==> src/rtl/apb_pkg.sv <==
// Shared APB definitions: transfer FSM state encoding and default bus/timeout sizes.
// Used by the APB initiator, the interconnect and APB slaves.
package apb_pkg;

  localparam int unsigned APB_ADDR_W_DEF  = 32;
  localparam int unsigned APB_DATA_W_DEF  = 32;
  localparam int unsigned APB_TIMEOUT_DEF = 256;

  typedef enum logic [1:0] {
    IDLE   = 2'd0,
    SETUP  = 2'd1,
    ACCESS = 2'd2,
    RESP   = 2'd3
  } apb_state_t;

endpackage

==> src/rtl/apb_master.sv <==
// APB initiator: one valid/ready request becomes one SETUP+ACCESS transfer; response 3 cycles after
// handshake plus wait states. Single outstanding transfer; req_ready_o low until the response is taken.
module apb_master
  import apb_pkg::*;
#(
  parameter int unsigned APB_DATA_WIDTH = APB_DATA_W_DEF,
  parameter int unsigned APB_ADDR_WIDTH = APB_ADDR_W_DEF,
  parameter int unsigned TIMEOUT_CYCLES = APB_TIMEOUT_DEF
) (
  input  logic                        clk,
  input  logic                        rst_i,
  input  logic                        req_valid_i,
  output logic                        req_ready_o,
  input  logic [APB_ADDR_WIDTH-1:0]   req_addr_i,
  input  logic                        req_we_i,
  input  logic [APB_DATA_WIDTH-1:0]   req_wdata_i,
  input  logic [APB_DATA_WIDTH/8-1:0] req_strb_i,
  output logic                        rsp_valid_o,
  input  logic                        rsp_ready_i,
  output logic [APB_DATA_WIDTH-1:0]   rsp_rdata_o,
  output logic                        rsp_err_o,
  output logic [APB_ADDR_WIDTH-1:0]   paddr_o,
  output logic                        psel_o,
  output logic                        penable_o,
  output logic                        pwrite_o,
  output logic [APB_DATA_WIDTH-1:0]   pwdata_o,
  output logic [APB_DATA_WIDTH/8-1:0] pstrb_o,
  input  logic [APB_DATA_WIDTH-1:0]   prdata_i,
  input  logic                        pready_i,
  input  logic                        pslverr_i
);

  localparam int unsigned STRB_W = APB_DATA_WIDTH / 8;
  localparam int unsigned CNT_W  = (TIMEOUT_CYCLES > 0) ? $clog2(TIMEOUT_CYCLES + 1) : 1;
  // Counter holds the number of ACCESS cycles already elapsed, so the last allowed cycle sees LIMIT-1.
  localparam logic [CNT_W-1:0] CNT_LAST = CNT_W'(TIMEOUT_CYCLES - 1);

  apb_state_t                state_q, state_d;
  logic [CNT_W-1:0]          cnt_q, cnt_d;
  logic [APB_ADDR_WIDTH-1:0] addr_q, addr_d;
  logic                      we_q, we_d;
  logic [APB_DATA_WIDTH-1:0] wdata_q, wdata_d;
  logic [STRB_W-1:0]         strb_q, strb_d;
  logic [APB_DATA_WIDTH-1:0] rdata_q, rdata_d;
  logic                      err_q, err_d;

  always_ff @(posedge clk) begin
    if (rst_i) begin
      state_q <= IDLE;
      cnt_q   <= '0;
      addr_q  <= '0;
      we_q    <= 1'b0;
      wdata_q <= '0;
      strb_q  <= '0;
      rdata_q <= '0;
      err_q   <= 1'b0;
    end else begin
      state_q <= state_d;
      cnt_q   <= cnt_d;
      addr_q  <= addr_d;
      we_q    <= we_d;
      wdata_q <= wdata_d;
      strb_q  <= strb_d;
      rdata_q <= rdata_d;
      err_q   <= err_d;
    end
  end

  always_comb begin
    state_d = state_q;
    cnt_d   = cnt_q;
    addr_d  = addr_q;
    we_d    = we_q;
    wdata_d = wdata_q;
    strb_d  = strb_q;
    rdata_d = rdata_q;
    err_d   = err_q;
    unique case (state_q)
      IDLE: begin
        if (req_valid_i) begin
          state_d = SETUP;
          addr_d  = req_addr_i;
          we_d    = req_we_i;
          wdata_d = req_wdata_i;
          strb_d  = req_we_i ? req_strb_i : '0;
          cnt_d   = '0;
          rdata_d = '0;
          err_d   = 1'b0;
        end
      end
      SETUP: state_d = ACCESS;
      ACCESS: begin
        // A pready in the final allowed cycle wins over the timeout.
        if (pready_i) begin
          state_d = RESP;
          rdata_d = we_q ? '0 : prdata_i;
          err_d   = pslverr_i;
        end else if ((TIMEOUT_CYCLES != 0) && (cnt_q == CNT_LAST)) begin
          state_d = RESP;
          rdata_d = '0;
          err_d   = 1'b1;
        end else begin
          cnt_d = cnt_q + CNT_W'(1);
        end
      end
      RESP: begin
        if (rsp_ready_i) state_d = IDLE;
      end
      default: state_d = IDLE;
    endcase
  end

  assign req_ready_o = (state_q == IDLE);
  assign psel_o      = (state_q == SETUP) || (state_q == ACCESS);
  assign penable_o   = (state_q == ACCESS);
  assign rsp_valid_o = (state_q == RESP);
  assign rsp_rdata_o = rdata_q;
  assign rsp_err_o   = err_q;
  assign paddr_o     = addr_q;
  assign pwrite_o    = we_q;
  assign pwdata_o    = wdata_q;
  assign pstrb_o     = strb_q;

endmodule
==> config.mk <==
export PLATFORM = sky130hd
export DESIGN_NAME = apb_master
export DESIGN_NICKNAME = d
export VERILOG_FILES = /design/src/rtl/apb_pkg.sv /design/src/rtl/apb_master.sv
export SDC_FILE = /design/constraint.sdc
export NUM_CORES = 1
export LEC_CHECK = 0
export CORE_ASPECT_RATIO = 1.1
export CORE_MARGIN = 2
export CORE_UTILIZATION = 44
export CTS_BUF_LIST = sky130_fd_sc_hd__clkbuf_8 sky130_fd_sc_hd__clkbuf_16
export CTS_CLUSTER_DIAMETER = 60
export DETAILED_ROUTE_END_ITERATION = 6
export GPL_TIMING_DRIVEN = 0
export PLACE_DENSITY = 0.95
export SYNTH_ARGS = -nofsm -noshare
export SYNTH_HDL_FRONTEND = slang
export SYNTH_SLANG_ARGS = --single-unit
==> constraint.sdc <==
create_clock -name clk -period 5.2 [get_ports clk]
set_input_delay 0.52 -clock clk [delete_from_list [all_inputs] [get_ports clk]]
set_output_delay 0.52 -clock clk [all_outputs]
set_load 0.005 [all_outputs]
Word-level counts from Yosys, hierarchy flattened
Cells that the tools add are included.

Add/subtract/negate cells: 1. Eq/ne operators: 9. Multiplexer cells: 19. Reduce and logical (&&, ||, !) cells: 7.

Operators with widths (number): $mux W32 (4); $pmux W32 S2 (1); $mux W9 (3); $pmux W9 S2 (1); $add A9 B1 Y9 const B (1); $eq A9 B8 Y1 const B (1); $mux W2 (4); $pmux W2 S4 (1); $ne A2 B2 Y1 const B (3); $reduce_and A3 Y1 (2); $eq A2 B2 Y1 const B (2); $mux W4 (1); $reduce_and A4 Y1 (1); $mux W1 (3); $ne A3 B1 Y1 const B (1); $eq A2 B1 Y1 const B (1); $logic_not A2 Y1 (1); $ne A2 B1 Y1 const B (1); $pmux W1 S2 (1); $reduce_and A2 Y1 (1); $reduce_bool A2 Y1 (1); $logic_or A1 B1 Y1 (1).

Register bits after elaboration: 113. Input bits: 107. Output and inout port bits: 106. Logic and storage cells: 44.

Longest topological paths before layout
Depth after elaboration: 4. Mapped depth: 9. Mapped depth without buffers: 7.

Worst setup path after synthesis
Ideal clock, no wire load.

Kind: reg2reg. Start: reg cnt_q[0]. End: reg rdata_q[10] (netlist: rsp_rdata_o[10]). Library setup time: 0.132 ns. Arrival: 1.675 ns. Required time: 5.068 ns. Path slack: 3.392 ns. Cell stages (with the launch flop): 10. Buffers on the path: 2. Period minus slack after synthesis: 1.808 ns. Path through: dfxtp_1 ha_1 nand3_1 nor2_1 ha_1 or3b_1 buf_2 buf_2 nand4_1 a21oi_1.

Longest elaborated chain between the ends: 3.

RTL lines: start: declaration (line apb_master.sv:39) `logic [CNT_W-1:0] cnt_q, cnt_d;`; start signal: assignment (line apb_master.sv:59) `cnt_q <= cnt_d;`; $eq A9 B8 Y1 (line apb_master.sv:98) `end else if ((TIMEOUT_CYCLES != 0) && (cnt_q == CNT_LAST)) begin`; $ne A3 B1 Y1 (no source line); $reduce_and A3 Y1 (no source line); end signal: assignment (line apb_master.sv:64) `rdata_q <= rdata_d;`; end: declaration (line apb_master.sv:44) `logic [APB_DATA_WIDTH-1:0] rdata_q, rdata_d;`.

Every way passes these cells. A chain may end at the register's enable or synchronous reset.

Final worst setup path
Start: reg state_q[1]. End: out psel_o.

Longest elaborated chain between the ends: 2. Elaborated cells between the ends (all ways): 3. Those cells by class: eq/ne (2); reduce/logical (1).

RTL lines: start: declaration (line apb_master.sv:38) `apb_state_t state_q, state_d;`; start signal: assignment (line apb_master.sv:58) `state_q <= state_d;`; $eq A2 B1 Y1 or $eq A2 B2 Y1 (tied branches) (line apb_master.sv:114) `assign psel_o = (state_q == SETUP) || (state_q == ACCESS);`; $logic_or A1 B1 Y1 * (line apb_master.sv:114); end: declaration (line apb_master.sv:23) `output logic psel_o,`.

Mark *: on every way between the ends. The rest lies on a longest branch, timed or not.

==> metrics.txt <==
# TYPE chip_impl_metric gauge
chip_impl_info{name="cpLargestDelayFamily",value="buffers and inverters"} 1
chip_impl_metric{name="route.final.wire_length",unit="um"} 15100
chip_impl_metric{name="cts.hold.buffers_added",unit=""} 0
chip_impl_info{name="cp_slowest_cell",value="clkdlybuf4s50_1"} 1
chip_impl_info{name="timing.critical_path.from_type",value="register"} 1
chip_impl_metric{name="critical-path-max-stage-delay",unit="ps"} 520
chip_impl_metric{name="drive_gt1_share",unit="%"} 6.31
chip_impl_info{name="worst_hold_path_type",value="register to register"} 1
chip_impl_metric{name="pre_cts_slack",unit="ps"} 2820
chip_impl_metric{name="port_buffers",unit=""} 212
chip_impl_metric{name="rows",unit=""} 38
chip_impl_metric{name="worst_slew_pin_slew",unit="ps"} 612
chip_impl_metric{name="ys_warn_count",unit=""} 0
chip_impl_info{name="outcome",value="completed"} 1
chip_impl_metric{name="switching_share",unit="%"} 32.0
chip_impl_metric{name="insertion_delay",unit="ps"} 510
chip_impl_metric{name="finalSetupTns",unit="ps"} 0
chip_impl_metric{name="netlist.area_leader.share",unit="%"} 52.0
chip_impl_metric{name="post_synth_xor_area_fraction",unit="%"} 0
chip_impl_info{name="synth_top_family_by_area",value="simple AND/OR/NAND/NOR gates"} 1
chip_impl_metric{name="final_critical_path_setup_slack",unit="ps"} 2940
chip_impl_metric{name="post_cts.repair.setup_buffers",unit=""} 0
chip_impl_metric{name="total_switching_power",unit="mW"} 1.04
chip_impl_metric{name="intPower",unit="mW"} 2.21
chip_impl_metric{name="routedWlPerCell",unit="um"} 16.9
chip_impl_metric{name="period_needed",unit="ps"} 2260
chip_impl_metric{name="critical_path.max_fanout",unit=""} 3
chip_impl_metric{name="synthSimpleGateAreaFrac",unit="%"} 22.0
chip_impl_metric{name="postSynthAreaPerCell",unit="um2"} 8.14
chip_impl_metric{name="iter_0_drt_violations",unit=""} 227
chip_impl_metric{name="dr.pass1.iters",unit=""} 5
chip_impl_metric{name="final_design_area_no_fill",unit="mm2"} 0.00720
chip_impl_metric{name="grt_max_degree",unit=""} 17
chip_impl_metric{name="worst_slew_margin_rel",unit="%"} 59.1
chip_impl_metric{name="area_delta_synth_final",unit="%"} 65.7
chip_impl_metric{name="worst_clock_skew",unit="ps"} 5.56
chip_impl_metric{name="post_cts_resize_count",unit=""} 0
chip_impl_metric{name="grt_pass1_vias",unit=""} 4982
chip_impl_metric{name="timing.final.setup_violations",unit=""} 0
chip_impl_metric{name="detailed_place_hpwl",unit="um"} 11000
chip_impl_metric{name="power_leakage",unit="nW"} 2.55
chip_impl_metric{name="final_antenna_net_count",unit=""} 0
chip_impl_metric{name="track_usage",unit="%"} 28.5
chip_impl_info{name="crit_type",value="register to output port"} 1
chip_impl_metric{name="effective_utilization_at_floorplan",unit="%"} 44.6
chip_impl_metric{name="multi_input_comb_area",unit="mm2"} 0.00186
chip_impl_metric{name="finalCoreUtilization",unit="%"} 73.9
chip_impl_info{name="cts.root.buffer_cell",value="clkbuf_8"} 1
chip_impl_metric{name="die_h",unit="um"} 108
chip_impl_metric{name="critPathArrivalTime",unit="ps"} 1740
chip_impl_metric{name="max_clock_freq",unit="MHz"} 442
chip_impl_metric{name="critical_path_depth",unit=""} 3
chip_impl_metric{name="syn_nets",unit=""} 646
chip_impl_metric{name="diodes",unit=""} 0
chip_impl_metric{name="detailed_place.area",unit="mm2"} 0.00662
chip_impl_metric{name="whs_path_depth",unit=""} 2
chip_impl_info{name="tritoncts",value="done"} 1
chip_impl_metric{name="synth_cells",unit=""} 534
chip_impl_metric{name="ys_seq_area_share",unit="%"} 52.0
chip_impl_metric{name="antenna_found_initial",unit=""} 0
chip_impl_info{name="critPathCaptureType",value="output port"} 1
chip_impl_metric{name="seqPwrFrac",unit="%"} 32.6
chip_impl_metric{name="ctsHtreeMaxLevel",unit=""} 4
chip_impl_metric{name="syn_area",unit="mm2"} 0.00435
chip_impl_metric{name="tritoncts_num_sinks",unit=""} 113
chip_impl_metric{name="cts_made_buffers",unit=""} 17
chip_impl_metric{name="core",unit="mm2"} 0.00975
chip_impl_metric{name="synth-adder-area-share",unit="%"} 1.44
chip_impl_metric{name="register_bit_total_from_synthesis",unit=""} 113
chip_impl_metric{name="grt_first_pass_wirelength",unit="um"} 24000
chip_impl_metric{name="yosysUniqueCellTypes",unit=""} 35
chip_impl_metric{name="chipWidth",unit="um"} 98.8
chip_impl_metric{name="synth_compound_area_share",unit="%"} 18.0
chip_impl_metric{name="globalplace.congestion",unit=""} 0.908
chip_impl_metric{name="post_drt_via_cell_ratio",unit=""} 5.49
chip_impl_info{name="worstPathCellList",value="inv_1 -> ha_1 -> clkdlybuf4s50_1"} 1
chip_impl_metric{name="critical_path_required_time",unit="ps"} 4680
chip_impl_info{name="netlist_top_cells_area",value="dfxtp_1 52%, a21oi_1 13%, nand2_1 12%"} 1
chip_impl_metric{name="fin_nets",unit=""} 877
chip_impl_metric{name="worst-r2r-cell-count",unit=""} 8
chip_impl_info{name="synth_area_leader_cell",value="dfxtp_1"} 1
chip_impl_metric{name="dr_total_vias",unit=""} 4929
chip_impl_metric{name="cap_violations",unit=""} 0
chip_impl_metric{name="grt_overflow",unit=""} 0
chip_impl_metric{name="combinationalPowerShare",unit="%"} 32.5
chip_impl_metric{name="synth_mux_area_share",unit="%"} 1.27
chip_impl_metric{name="irDropWorstVdd",unit="uV"} 385
chip_impl_metric{name="fp.dieArea",unit="mm2"} 0.0107
chip_impl_metric{name="io_pins",unit=""} 213
chip_impl_metric{name="fill_cells",unit=""} 656
chip_impl_metric{name="hold_viol_final",unit=""} 0
chip_impl_metric{name="post-route-drc-count",unit=""} 0
chip_impl_metric{name="critPathBufInv",unit=""} 2
chip_impl_metric{name="layout.area.seq",unit="mm2"} 0.00226
chip_impl_metric{name="layout_worst_path_cycle_share",unit="%"} 43.5
chip_impl_metric{name="cellPowerDensity",unit="mW/mm2"} 451
chip_impl_metric{name="cts.path.max_buffers",unit=""} 2
chip_impl_info{name="grt_setup_unrepaired",value="false"} 1
chip_impl_metric{name="pins_over_their_slew_limit",unit=""} 0
chip_impl_metric{name="worst_setup_hold_path_clk_slew",unit="ps"} 50
chip_impl_metric{name="p_clk_share",unit="%"} 34.9
==> registers in the layout, summed over array words and instances, names as in the netlist <==
register / flops
pstrb_o: 4
rsp_rdata_o: 32
pwdata_o: 32
cnt_q: 9
state_q: 2
paddr_o: 32
rsp_err_o: 1
pwrite_o: 1
==> stage by stage <==
step | cells | hold WS [ps] | total power [mW]
floorplan | 534 | 448 | 1.59
global placement | 866 | 440 | 2.06
detailed placement | 866 | 446 | 2.11
CTS | 897 | 454 | 3.25
global route | 897 | 472 | 3.41
finish | 897 | 455 | 3.25
==> tightest hold or removal path: stages, from the launching register on <==
cell	delay (ps)
dfxtp_1	310
nand2_1	50
a21oi_1	50
==> layout make-up <==
class / instances / area share, %
plain buffers: 48 / 2.90
repair buffers: 212 / 29.5
inverters: 5 / 0.261
flip-flops and latches: 113 / 31.4
clock inverters: 12 / 1.96
multi-input cells: 368 / 25.8
well taps: 120 / 2.08
clock buffers: 19 / 6.13
==> routing by layer <==
| layer | track usage, % | up-vias | share of wire (%) |
|---|---|---|---|
| li1 | - | 2318 | - |
| met2 | 51.5 | 233 | 52 |
| met5 | 0 | - | 0 |
| met4 | 12.8 | 0 | 2.2 |
| met3 | 11.2 | 30 | 8.8 |
| met1 | 29.0 | 2348 | 37 |
==> cell usage after synthesis <==
library cell,n
o21ai_0,32
nor3b_1,1
buf_1,5
nor2_1,3
a31o_1,1
buf_4,1
or3b_1,4
mux2_2,1
buf_2,13
mux2i_2,1
mux2i_1,3
o21ai_1,4
o2111ai_1,1
nor4_2,1
a21oi_1,109
o31ai_1,3
or3_1,1
dfxtp_1,113
ha_1,5
inv_1,5
nand4_1,35
clkbuf_1,27
and3b_1,1
o21a_1,1
nand2_1,137
nand2b_1,3
nand3b_1,4
nand3_1,9
and2_1,1
nor4_1,2
a221oi_1,1
clkbuf_2,1
or4_1,3
buf_6,1
nand4b_1,1
==> layout by cell type (no fill, tap or decap), drive strengths merged <==
cell type      instances
ha                     5
nand3b                 4
dfxtp                113
mux2i                  4
bufinv                 3
mux2                   1
a221oi                 1
a31o                   1
or3b                   4
nand4b                 1
nor4                   3
nand2b                 3
or4                    3
and2                   1
clkinv                 5
nand4                 35
o21a                   1
nand3                  9
buf                   20
nor2                   3
clkinvlp               3
o31ai                  3
clkbuf                47
or3                    1
nor3b                  1
a21oi                109
nand2                137
o2111ai                1
o21ai                 36
and3b                  1
inv                    6
clkdlybuf4s50        212
==> path summary, 6_finish.rpt <==
kind	slack (ps)	from	endpoint
hold reg to reg	450	pstrb_o[1]	pstrb_o[1]
setup reg to reg	2950	cnt_q[0]	rsp_rdata_o[18]
hold / removal	450	pstrb_o[1]	pstrb_o[1]
setup / recovery	2940	state_q[1]	psel_o
==> cells by family after synthesis <==
kind of cell	Yosys count
and+or+nand+nor	206
AOI/OAI and AO/OA	152
DFF	113
buffers and inverters	53
muxes	5
adders and majority gates	5
==> power by group through the flow <==
stage | sequential, mW | clock [mW] | combinational [mW]
2_1_floorplan | 1.07 | 0 | 0.515
3_3_place_gp | 1.06 | 0 | 0.998
3_5_place_dp | 1.07 | 0 | 1.04
4_1_cts | 1.06 | 1.14 | 1.05
5_1_grt | 1.07 | 1.18 | 1.16
6_report | 1.06 | 1.13 | 1.06
Note: power is estimated with default switching activity, not from simulation.
